$ cat config.mk
export PLATFORM = sky130hd
export DESIGN_NAME = alu_op_sequencer_flat
export DESIGN_NICKNAME = d
export VERILOG_FILES = /design/src/rtl/alu_op_sequencer_if.sv /design/src/rtl/alu_op_sequencer.sv /design/src/flat_wrapper.sv
export SDC_FILE = /design/constraint.sdc
export NUM_CORES = 1
export LEC_CHECK = 0
export CELL_PAD_IN_SITES_DETAIL_PLACEMENT = 0
export CELL_PAD_IN_SITES_GLOBAL_PLACEMENT = 1
export CORE_AREA = 5 5 126 128
export DETAILED_ROUTE_END_ITERATION = 16
export DIE_AREA = 0 0 131 133
export PLACE_DENSITY_LB_ADDON = 0.1
export SLEW_MARGIN = 0
export SYNTH_ARGS = -nofsm -noshare
export SYNTH_HDL_FRONTEND = slang
export SYNTH_SLANG_ARGS = --single-unit
$ cat constraint.sdc
create_clock -name i_clk -period 2.3 [get_ports i_clk]
set_input_delay 0.69 -clock i_clk [delete_from_list [all_inputs] [get_ports i_clk]]
set_output_delay 0.69 -clock i_clk [all_outputs]
set_load 0.05 [all_outputs]
$ cat src/rtl/alu_op_sequencer_if.sv
// Command and response handshake bundle between a host and alu_op_sequencer.
interface alu_op_sequencer_if;
  logic       cmd_valid;
  logic       cmd_ready;
  logic [2:0] cmd_op;
  logic [7:0] cmd_operand;
  logic       rsp_valid;
  logic       rsp_ready;
  logic [7:0] rsp_data;
  logic       rsp_error;

  // Host side: offers commands, consumes responses.
  modport master (
    output cmd_valid, cmd_op, cmd_operand, rsp_ready,
    input  cmd_ready, rsp_valid, rsp_data, rsp_error
  );

  // Sequencer side.
  modport slave (
    input  cmd_valid, cmd_op, cmd_operand, rsp_ready,
    output cmd_ready, rsp_valid, rsp_data, rsp_error
  );
endinterface

$ cat src/rtl/alu_op_sequencer.sv
// Command-driven controller for the 8-bit ALU datapath: buffers commands in a small FIFO,
// sequences the datapath through load/execute, keeps the accumulator and returns results.
module alu_op_sequencer #(
  parameter int unsigned FIFO_DEPTH = 4
) (
  input  logic                i_clk,
  input  logic                i_rst,
  input  logic                i_on,
  alu_op_sequencer_if.slave   io_bus,
  output logic [2:0]          o_alu_in_sel,
  output logic [7:0]          o_alu_num1,
  output logic [7:0]          o_alu_num2,
  output logic [6:0]          o_alu_out_sel,
  input  logic [7:0]          i_alu_result,
  input  logic                i_alu_overflow,
  output logic [1:0]          o_state,
  output logic                o_error_sticky,
  output logic [7:0]          o_acc
);

  localparam int unsigned PtrW = (FIFO_DEPTH > 1) ? $clog2(FIFO_DEPTH) : 1;
  localparam logic [PtrW:0] CntMax = (PtrW + 1)'(FIFO_DEPTH);

  localparam logic [1:0] StOff    = 2'b00;
  localparam logic [1:0] StReady  = 2'b01;
  localparam logic [1:0] StRun    = 2'b10;
  localparam logic [1:0] StRunErr = 2'b11;

  localparam logic [1:0] PhLoad = 2'b00;
  localparam logic [1:0] PhExec = 2'b01;
  localparam logic [1:0] PhResp = 2'b10;

  localparam logic [2:0] OpAnd = 3'd0;
  localparam logic [2:0] OpOr  = 3'd1;
  localparam logic [2:0] OpNot = 3'd2;
  localparam logic [2:0] OpXor = 3'd3;
  localparam logic [2:0] OpAdd = 3'd4;
  localparam logic [2:0] OpSub = 3'd5;
  localparam logic [2:0] OpMul = 3'd6;
  localparam logic [2:0] OpClr = 3'd7;

  logic [1:0]      r_state;
  logic [1:0]      r_phase;
  logic [2:0]      r_op;
  logic [7:0]      r_operand;
  logic [7:0]      r_acc;
  logic [7:0]      r_rsp_data;
  logic            r_err_sticky;

  logic [2:0]      r_fifo_op  [FIFO_DEPTH];
  logic [7:0]      r_fifo_opd [FIFO_DEPTH];
  logic [PtrW-1:0] r_wr_ptr;
  logic [PtrW-1:0] r_rd_ptr;
  logic [PtrW:0]   r_count;

  logic            w_cmd_ready;
  logic            w_push;
  logic            w_pop;
  logic            w_flush;
  logic            w_ovf;
  logic            w_rsp_valid;
  logic            w_rsp_error;
  logic [6:0]      w_op_onehot;

  assign w_cmd_ready = (r_count < CntMax) && (r_state != StOff) && i_on;
  assign w_push      = io_bus.cmd_valid && w_cmd_ready;
  assign w_pop       = (r_state == StReady) && i_on && (r_count != '0);
  assign w_flush     = (r_state == StOff);
  // The overflow line belongs to the multiplier, so only a MUL may turn it into an error.
  assign w_ovf       = i_alu_overflow && (r_op == OpMul);

  // FIFO storage: no reset needed, validity is tracked by the pointers and count.
  always_ff @(posedge i_clk) begin
    if (w_push) begin
      r_fifo_op[r_wr_ptr]  <= io_bus.cmd_op;
      r_fifo_opd[r_wr_ptr] <= io_bus.cmd_operand;
    end
  end

  // FIFO pointers and occupancy; flushed on reset and whenever the controller is off.
  always_ff @(posedge i_clk) begin
    if (i_rst || w_flush) begin
      r_wr_ptr <= '0;
      r_rd_ptr <= '0;
      r_count  <= '0;
    end else begin
      if (w_push) r_wr_ptr <= r_wr_ptr + 1'b1;
      if (w_pop)  r_rd_ptr <= r_rd_ptr + 1'b1;
      case ({w_push, w_pop})
        2'b10:   r_count <= r_count + 1'b1;
        2'b01:   r_count <= r_count - 1'b1;
        default: r_count <= r_count;
      endcase
    end
  end

  // Controller state machine, command register, accumulator and response register.
  always_ff @(posedge i_clk) begin
    if (i_rst) begin
      r_state      <= StReady;
      r_phase      <= PhLoad;
      r_op         <= OpAnd;
      r_operand    <= 8'h00;
      r_acc        <= 8'h00;
      r_rsp_data   <= 8'h00;
      r_err_sticky <= 1'b0;
    end else begin
      case (r_state)
        StOff: begin
          if (i_on) r_state <= StReady;
        end
        StReady: begin
          if (!i_on) begin
            r_state <= StOff;
          end else if (w_pop) begin
            r_op      <= r_fifo_op[r_rd_ptr];
            r_operand <= r_fifo_opd[r_rd_ptr];
            r_state   <= StRun;
            r_phase   <= PhLoad;
          end
        end
        StRun: begin
          case (r_phase)
            PhLoad: r_phase <= PhExec;
            PhExec: begin
              if (r_op == OpClr) begin
                r_acc      <= 8'h00;
                r_rsp_data <= 8'h00;
                r_phase    <= PhResp;
              end else if (w_ovf) begin
                r_rsp_data   <= i_alu_result;
                r_err_sticky <= 1'b1;
                r_state      <= StRunErr;
              end else begin
                r_acc      <= i_alu_result;
                r_rsp_data <= i_alu_result;
                r_phase    <= PhResp;
              end
            end
            PhResp: begin
              if (io_bus.rsp_ready) r_state <= i_on ? StReady : StOff;
            end
            default: r_state <= StReady;
          endcase
        end
        StRunErr: begin
          if (io_bus.rsp_ready) r_state <= i_on ? StReady : StOff;
        end
        default: r_state <= StReady;
      endcase
    end
  end

  // One-hot output-mux select for the current op; CLR selects no unit.
  always_comb begin
    w_op_onehot = 7'b0000000;
    case (r_op)
      OpAnd:   w_op_onehot = 7'b1000000;
      OpOr:    w_op_onehot = 7'b0100000;
      OpNot:   w_op_onehot = 7'b0010000;
      OpXor:   w_op_onehot = 7'b0001000;
      OpAdd:   w_op_onehot = 7'b0000100;
      OpSub:   w_op_onehot = 7'b0000010;
      OpMul:   w_op_onehot = 7'b0000001;
      default: w_op_onehot = 7'b0000000;
    endcase
  end

  // Datapath selectors and response flags decoded from state and phase.
  always_comb begin
    o_alu_in_sel  = 3'b100;
    o_alu_out_sel = 7'b0000000;
    o_alu_num1    = r_acc;
    o_alu_num2    = 8'h00;
    w_rsp_valid   = 1'b0;
    w_rsp_error   = 1'b0;
    if (r_state == StRun) begin
      case (r_phase)
        PhLoad: begin
          o_alu_in_sel = (r_op == OpClr) ? 3'b001 : 3'b010;
          o_alu_num2   = r_operand;
        end
        PhExec: begin
          o_alu_num2    = r_operand;
          o_alu_out_sel = w_op_onehot;
        end
        PhResp:  w_rsp_valid = 1'b1;
        default: w_rsp_valid = 1'b0;
      endcase
    end else if (r_state == StRunErr) begin
      w_rsp_valid = 1'b1;
      w_rsp_error = 1'b1;
    end
  end

  assign io_bus.cmd_ready = w_cmd_ready;
  assign io_bus.rsp_valid = w_rsp_valid;
  assign io_bus.rsp_error = w_rsp_error;
  assign io_bus.rsp_data  = r_rsp_data;
  assign o_state          = r_state;
  assign o_error_sticky   = r_err_sticky;
  assign o_acc            = r_acc;

endmodule

$ cat src/flat_wrapper.sv
// flat-port wrapper written by rule: the top's interface ports become plain ports
module alu_op_sequencer_flat 
#(
  parameter int unsigned FIFO_DEPTH = 4
)
  (i_clk, i_rst, i_on, o_alu_in_sel, o_alu_num1, o_alu_num2, o_alu_out_sel, i_alu_result, i_alu_overflow, o_state, o_error_sticky, o_acc, io_bus_cmd_valid, io_bus_cmd_op, io_bus_cmd_operand, io_bus_rsp_ready, io_bus_cmd_ready, io_bus_rsp_valid, io_bus_rsp_data, io_bus_rsp_error);
  alu_op_sequencer_if io_bus_i ();
  input  logic i_clk;
  input  logic i_rst;
  input  logic i_on;
  output logic [2:0] o_alu_in_sel;
  output logic [7:0] o_alu_num1;
  output logic [7:0] o_alu_num2;
  output logic [6:0] o_alu_out_sel;
  input  logic [7:0] i_alu_result;
  input  logic i_alu_overflow;
  output logic [1:0] o_state;
  output logic o_error_sticky;
  output logic [7:0] o_acc;
  input wire logic [$bits(io_bus_i.cmd_valid)-1:0] io_bus_cmd_valid;
  input wire logic [$bits(io_bus_i.cmd_op)-1:0] io_bus_cmd_op;
  input wire logic [$bits(io_bus_i.cmd_operand)-1:0] io_bus_cmd_operand;
  input wire logic [$bits(io_bus_i.rsp_ready)-1:0] io_bus_rsp_ready;
  output wire logic [$bits(io_bus_i.cmd_ready)-1:0] io_bus_cmd_ready;
  output wire logic [$bits(io_bus_i.rsp_valid)-1:0] io_bus_rsp_valid;
  output wire logic [$bits(io_bus_i.rsp_data)-1:0] io_bus_rsp_data;
  output wire logic [$bits(io_bus_i.rsp_error)-1:0] io_bus_rsp_error;
  assign io_bus_i.cmd_valid = io_bus_cmd_valid;
  assign io_bus_i.cmd_op = io_bus_cmd_op;
  assign io_bus_i.cmd_operand = io_bus_cmd_operand;
  assign io_bus_i.rsp_ready = io_bus_rsp_ready;
  assign io_bus_cmd_ready = io_bus_i.cmd_ready;
  assign io_bus_rsp_valid = io_bus_i.rsp_valid;
  assign io_bus_rsp_data = io_bus_i.rsp_data;
  assign io_bus_rsp_error = io_bus_i.rsp_error;
  alu_op_sequencer #(.FIFO_DEPTH(FIFO_DEPTH)) u_core (.i_clk(i_clk), .i_rst(i_rst), .i_on(i_on), .io_bus(io_bus_i), .o_alu_in_sel(o_alu_in_sel), .o_alu_num1(o_alu_num1), .o_alu_num2(o_alu_num2), .o_alu_out_sel(o_alu_out_sel), .i_alu_result(i_alu_result), .i_alu_overflow(i_alu_overflow), .o_state(o_state), .o_error_sticky(o_error_sticky), .o_acc(o_acc));
endmodule
# After elaboration in Yosys (flattened, before gate mapping)
# Memory sizes are Yosys's and may differ from the RTL's. A register that Yosys moved wholly into a read port is not among the register bits.
# Index checks and enable logic that the tools add are counted.
# word_totals
register_bits,28
ram_bits,44
inputBits,25
output_inout_bits,48
elab_cells,94
mem_count,2
# op_classes
addsub,4
order_cmp,1
n_eq_ne,24
mux,33
n_bitwise,1
reduce_logical,21
# mem_list
name,words,word_bits,read_ports,rd_clocked_by_memory_dff,write_ports,line,source
u_core.r_fifo_opd,4,8,1,1,1,alu_op_sequencer.sv:51,logic [7:0] r_fifo_opd [FIFO_DEPTH];
u_core.r_fifo_op,4,3,1,1,1,alu_op_sequencer.sv:50,logic [2:0] r_fifo_op [FIFO_DEPTH];
# op_table
op,n
7-bit case mux with 7 select lines,1
8-bit two-way mux,5
2-bit two-way mux,11
7-bit two-way mux,2
3-bit == test (second input constant),4
5-bit AND reduction,2
2-bit == test (second input constant),4
2-bit != test (second input constant),4
2-bit case mux with 2 select lines,2
2-bit case mux with 4 select lines,1
1-bit two-way mux,7
2-bit by 1-bit == test with 1-bit output (second input constant),3
3-bit by 2-bit == test with 1-bit output (second input constant),2
1-bit logical AND,6
3-bit two-way mux,2
3-bit by 2-bit != test with 1-bit output (second input constant),2
3-bit != test (second input constant),2
2-bit case mux with 3 select lines,1
3-bit case mux with 2 select lines,1
3-bit AND reduction,2
2-bit nonzero test,3
2-bit by 1-bit adder with 2-bit output (second input constant),2
2-bit logical NOT,2
4-bit != test (second input constant),1
12 further kinds,12

# Longest topological paths before layout
# depth
word_depth,6
depth_mapped,11
ltp_nobuf,9

# Worst setup path before layout
# Ideal clock, no wire load.
# synth_timing
path_kind,reg2out
startpoint,"reg u_core.r_state[1], in the netlist u_core.o_state[1]"
endpoint,out o_alu_out_sel[4]
t_arrival_ns,2.906
required_ns,1.610
path_slack_ns,-1.296
path_stages_with_launch,5
path_buffers,1
path_cell_list,dfxtp_1 -> buf_2 -> nor2b_1 -> nand2_1 -> nor4b_1
# synth_via
elab_chain_cells,2
# synth_rtl
item,line,source
"start, declared",alu_op_sequencer.sv:42,logic [1:0] r_state;
"start signal, assigned",alu_op_sequencer.sv:100,r_state <= StReady;
"start signal, assigned",alu_op_sequencer.sv:110,if (i_on) r_state <= StReady;
"start signal, assigned",alu_op_sequencer.sv:114,r_state <= StOff;
2-bit == test,alu_op_sequencer.sv:177,if (r_state == StRun) begin
7-bit two-way mux,alu_op_sequencer.sv:177,
"end, declared",flat_wrapper.sv:14,output logic [6:0] o_alu_out_sel;
# Every way passes these cells.

# Worst setup path after layout
# layout_timing
startpoint,reg u_core.r_phase[1]
endpoint,out o_alu_out_sel[0]
# layout_via
elab_chain_cells,3
# layout_rtl
item,line,source
"start, declared",alu_op_sequencer.sv:43,logic [1:0] r_phase;
"start signal, assigned",alu_op_sequencer.sv:101,r_phase <= PhLoad;
"start signal, assigned",alu_op_sequencer.sv:119,r_phase <= PhLoad;
"start signal, assigned",alu_op_sequencer.sv:124,PhLoad: r_phase <= PhExec;
2-bit by 1-bit == test with 1-bit output,alu_op_sequencer.sv:178,case (r_phase)
7-bit two-way mux,alu_op_sequencer.sv:178,
7-bit two-way mux,alu_op_sequencer.sv:177,
# Every way passes these cells.

==> flow_metrics.env <==
export IMPL_run_status="complete, no violations"
export IMPL_fp_coreArea_um2=14800
export IMPL_grt_setup_unrepaired="true"
export IMPL_maxCapViolations=0
export IMPL_power_per_cell_area_nw_per_um2=623
export IMPL_clock_power_share=0.391
export IMPL_clock_tree_root_cell="clkbuf_16"
export IMPL_crit_fanout=5
export IMPL_placed_cell_area_um2=4930
export IMPL_max_clock_freq_mhz=436
export IMPL_syn_area_per_cell_um2=11.9
export IMPL_synth_seq_cells=83
export IMPL_die_width_um=131
export IMPL_grt_ovfl_total=0
export IMPL_cts_max_level=3
export IMPL_min_path_type="reg2reg"
export IMPL_tritoncts_num_sinks=83
export IMPL_drc=0
export IMPL_timing_critical_path_to_type="output port"
export IMPL_synth_ff_type="edfxtp_1"
export IMPL_clock_slew_seen_by_the_registers_of_the_worst_setup_and_hold_paths_ns=0.06
export IMPL_yosysUniqueCellTypes=44
export IMPL_groute_usage_overall=0.103
export IMPL_timing_critical_path_buf_inv=2
export IMPL_period_minus_slack_ns=2.29
export IMPL_flow_area_growth_from_synthesis_pct=49.5
export IMPL_holdWs_ns=0.457
export IMPL_async_flop_share=0
export IMPL_post_layout_nonfiller_instances=582
export IMPL_cts_buffers=9
export IMPL_setup_worst_path_start_class="flop"
export IMPL_ordered_cell_list_for_the_critical_path="inv_4, ha_4, and3b_2, and4b_1, buf_12"
export IMPL_grt_max_degree=33
export IMPL_leakage_nw=1.85
export IMPL_post_drt_via_cell_ratio=4.30
export IMPL_regToRegEndpoint="u_core.r_count[2]"
export IMPL_power_switching_mw=0.819
export IMPL_syn_area_um2=3590
export IMPL_place_gp_congestion=0.685
export IMPL_detailedRoute_firstIterationViolations=87
export IMPL_dp_cells=560
export IMPL_synth_seq_area_share=0.586
export IMPL_starting_density_of_the_core=0.243
export IMPL_slew_headroom=0.586
export IMPL_critical_path_top_delay_family="simple AND/OR/NAND/NOR gates"
export IMPL_timing_hold_violations_final=0
export IMPL_ctsLongestPathBuffers=2
export IMPL_fin_worst_skew_ns=0.00512
export IMPL_list_of_most_frequent_post_synthesis_cells="edfxtp_1 (44), nand2_1 (42), dfxtp_1 (39)"
export IMPL_worst_ep_arrival_ns=1.60
export IMPL_worstSetupPathType="reg2out"
export IMPL_min_delay_start="u_core.r_operand[2]"
export IMPL_syn_inst=302
export IMPL_num_rows=45
export IMPL_vdd_ir_drop_max_mv=0.341
export IMPL_comb_power_share=0.120
export IMPL_crit_path_slowest_cell="dfxtp_2"
export IMPL_route_vias_total=2505
export IMPL_reg2reg_setup_slack_ns=0.15
export IMPL_seq_power_share=0.489
export IMPL_post_route_cells_drive_above_1_share=0.302
export IMPL_swShare=0.245
export IMPL_ioPinCount=73
export IMPL_synth_top_cells_by_area="edfxtp_1 (37%), dfxtp_1 (22%), mux4_2 (6.9%)"
export IMPL_final_std_cell_area_no_fill_um2=5370
export IMPL_remaining_antenna_violation_count=0
export IMPL_yosys_warnings=0
export IMPL_r2r_worst_path_cells=10
export IMPL_power_report_internal_total_mw=2.52
export IMPL_grt_pass1_wl_um=13700
export IMPL_drt_pass1_iterations=4
export IMPL_cts_hold_buffers=0
export IMPL_die_area_um2=17400
export IMPL_worst_slew_pin_slew_ns=0.620
export IMPL_synthMostInstantiatedCell="edfxtp_1"
export IMPL_timing_final_max_slew_violations=0
export IMPL_antenna_violations_before_repair=0
export IMPL_first_global_vias=2561
export IMPL_drt_wl_total_um=8590
export IMPL_diodes=0
export IMPL_synthesis_nets=336
export IMPL_cell_taking_the_most_area_after_synthesis="edfxtp_1"
export IMPL_required_ns=1.61
export IMPL_port_buffers=72
export IMPL_drt_wirelength_per_cell_um=14.8
export IMPL_clock_latency_ns=0.33
export IMPL_edff_count_synth=44
export IMPL_tritoncts="done"
export IMPL_post_dp_hpwl_um=6090
export IMPL_die_h_um=133
export IMPL_critical_path_max_stage_delay_ns=0.34
export IMPL_nets=423
export IMPL_rr_startpoint="u_core.o_state[1]"
export IMPL_timing_final_setup_violations=0
export IMPL_worst_hold_path_num_cells=2
export IMPL_holdPathEnd="u_core.r_operand[2]"
export IMPL_area_share_of_the_largest_cell_type_after_synthesis=0.368
export IMPL_post_route_period_util=0.997
cells by family after synthesis:
kind of cell               after synthesis  synth area share
and+or+nand+nor                        114             0.168
DFF                                     83             0.586
AOI/OAI and AO/OA                       36            0.0593
buffers and inverters                   36            0.0502
muxes                                   19            0.0914
adders and majority gates                9            0.0335
xor gates and xnor gates                 5            0.0122
power groups by stage:
stage               sequential (mW)  clock, mW  combinational [mW]
floorplan                      1.67          0               0.219
global placement               1.67          0               0.388
detailed placement             1.67          0               0.387
CTS                            1.63       1.37               0.397
global route                   1.64       1.43               0.439
finish                         1.63       1.31               0.402
layout make-up:
type	count	area [µm²]
Fill cell	1452	9390
Sequential cell	83	2110
Multi-Input combinational cell	183	1510
Timing Repair Buffer	101	1190
Tap cell	188	235
Clock buffer	9	225
Inverter	11	46.3
Clock inverter	7	42.5
worst register-to-register path, stage by stage (launching register included):
cell,delay [ns]
dfxtp_4,0.36
buf_4,0.18
nor2_2,0.21
nor3b_4,0.07
inv_1,0.06
ha_2,0.17
inv_1,0.05
fa_2,0.33
xor2_1,0.17
or3_1,0.36
a21oi_2,0.12
worst max path at each step:
stage                      start           endpoint  cells past startpoint
2_1_floorplan  u_core.o_state[1]   o_alu_out_sel[6]                      5
6_report       u_core.r_phase[1]   o_alu_out_sel[0]                      5
5_1_grt        u_core.r_phase[1]   o_alu_out_sel[0]                      5
3_3_place_gp                i_on  u_core.r_count[2]                     10
3_5_place_dp                i_on  u_core.r_count[2]                     10
4_1_cts        u_core.r_phase[1]      o_alu_num2[7]                      6
sequential cells by signal, indices dropped and copies added (netlist names):
signal and cells:
u_core.r_fifo_opd 32, u_core.r_fifo_op 12, u_core.io_bus.rsp_data 8, u_core.o_acc 8
u_core.r_operand 8, u_core.r_count 3, u_core.r_op 3, u_core.o_state 2
u_core.r_phase 2, u_core.r_rd_ptr 2, u_core.r_wr_ptr 2, u_core.o_error_sticky 1
per-stage QoR:
stage          setup WS (ns)  utilization  TNS [ns]  power [mW]
2_1_floorplan        -0.0219            -   -0.0396        1.89
6_report             0.00695        0.364         0        3.34
5_1_grt              -0.0377        0.364   -0.0608        3.51
4_1_cts              -0.0151        0.361   -0.0388        3.40
3_3_place_gp          -0.377        0.334     -4.36        2.05
3_5_place_dp          -0.491        0.334     -7.91        2.05
per-layer routing:
metal  share of wire  wire, µm  global-route usage  up-vias
li1                -         -                   -     1229
met5               0         0                   0        -
met2            0.46      3970               0.158       63
met4           0.020       176              0.0514        0
met1            0.46      3940               0.135     1202
met3           0.059       507              0.0242       11
cells in the final DEF (no fill, tap or decap), drive strengths merged, types with 3 or more instances in the layout:
master / netlist / layout
a21oi: 26 / 26
and2: 20 / 20
buf: 16 / 51
clkbuf: 9 / 9
clkdlybuf4s50: 0 / 47
clkinv: 0 / 4
dfxtp: 39 / 39
edfxtp: 44 / 44
ha: 8 / 8
inv: 11 / 13
mux2i: 8 / 8
mux4: 11 / 11
nand2: 43 / 43
nand3: 5 / 5
nor2: 23 / 23
nor2b: 3 / 3
nor4b: 4 / 4
xor2: 3 / 3
what timing repair did:
action / CTS / global route
setup buffers: 6 / 1
endpoints found under the setup margin: 18 / 15
pin swaps: 6 / 8
gates resized for setup: 28 / 11
No activity file was read; power rests on OpenSTA's default activity.
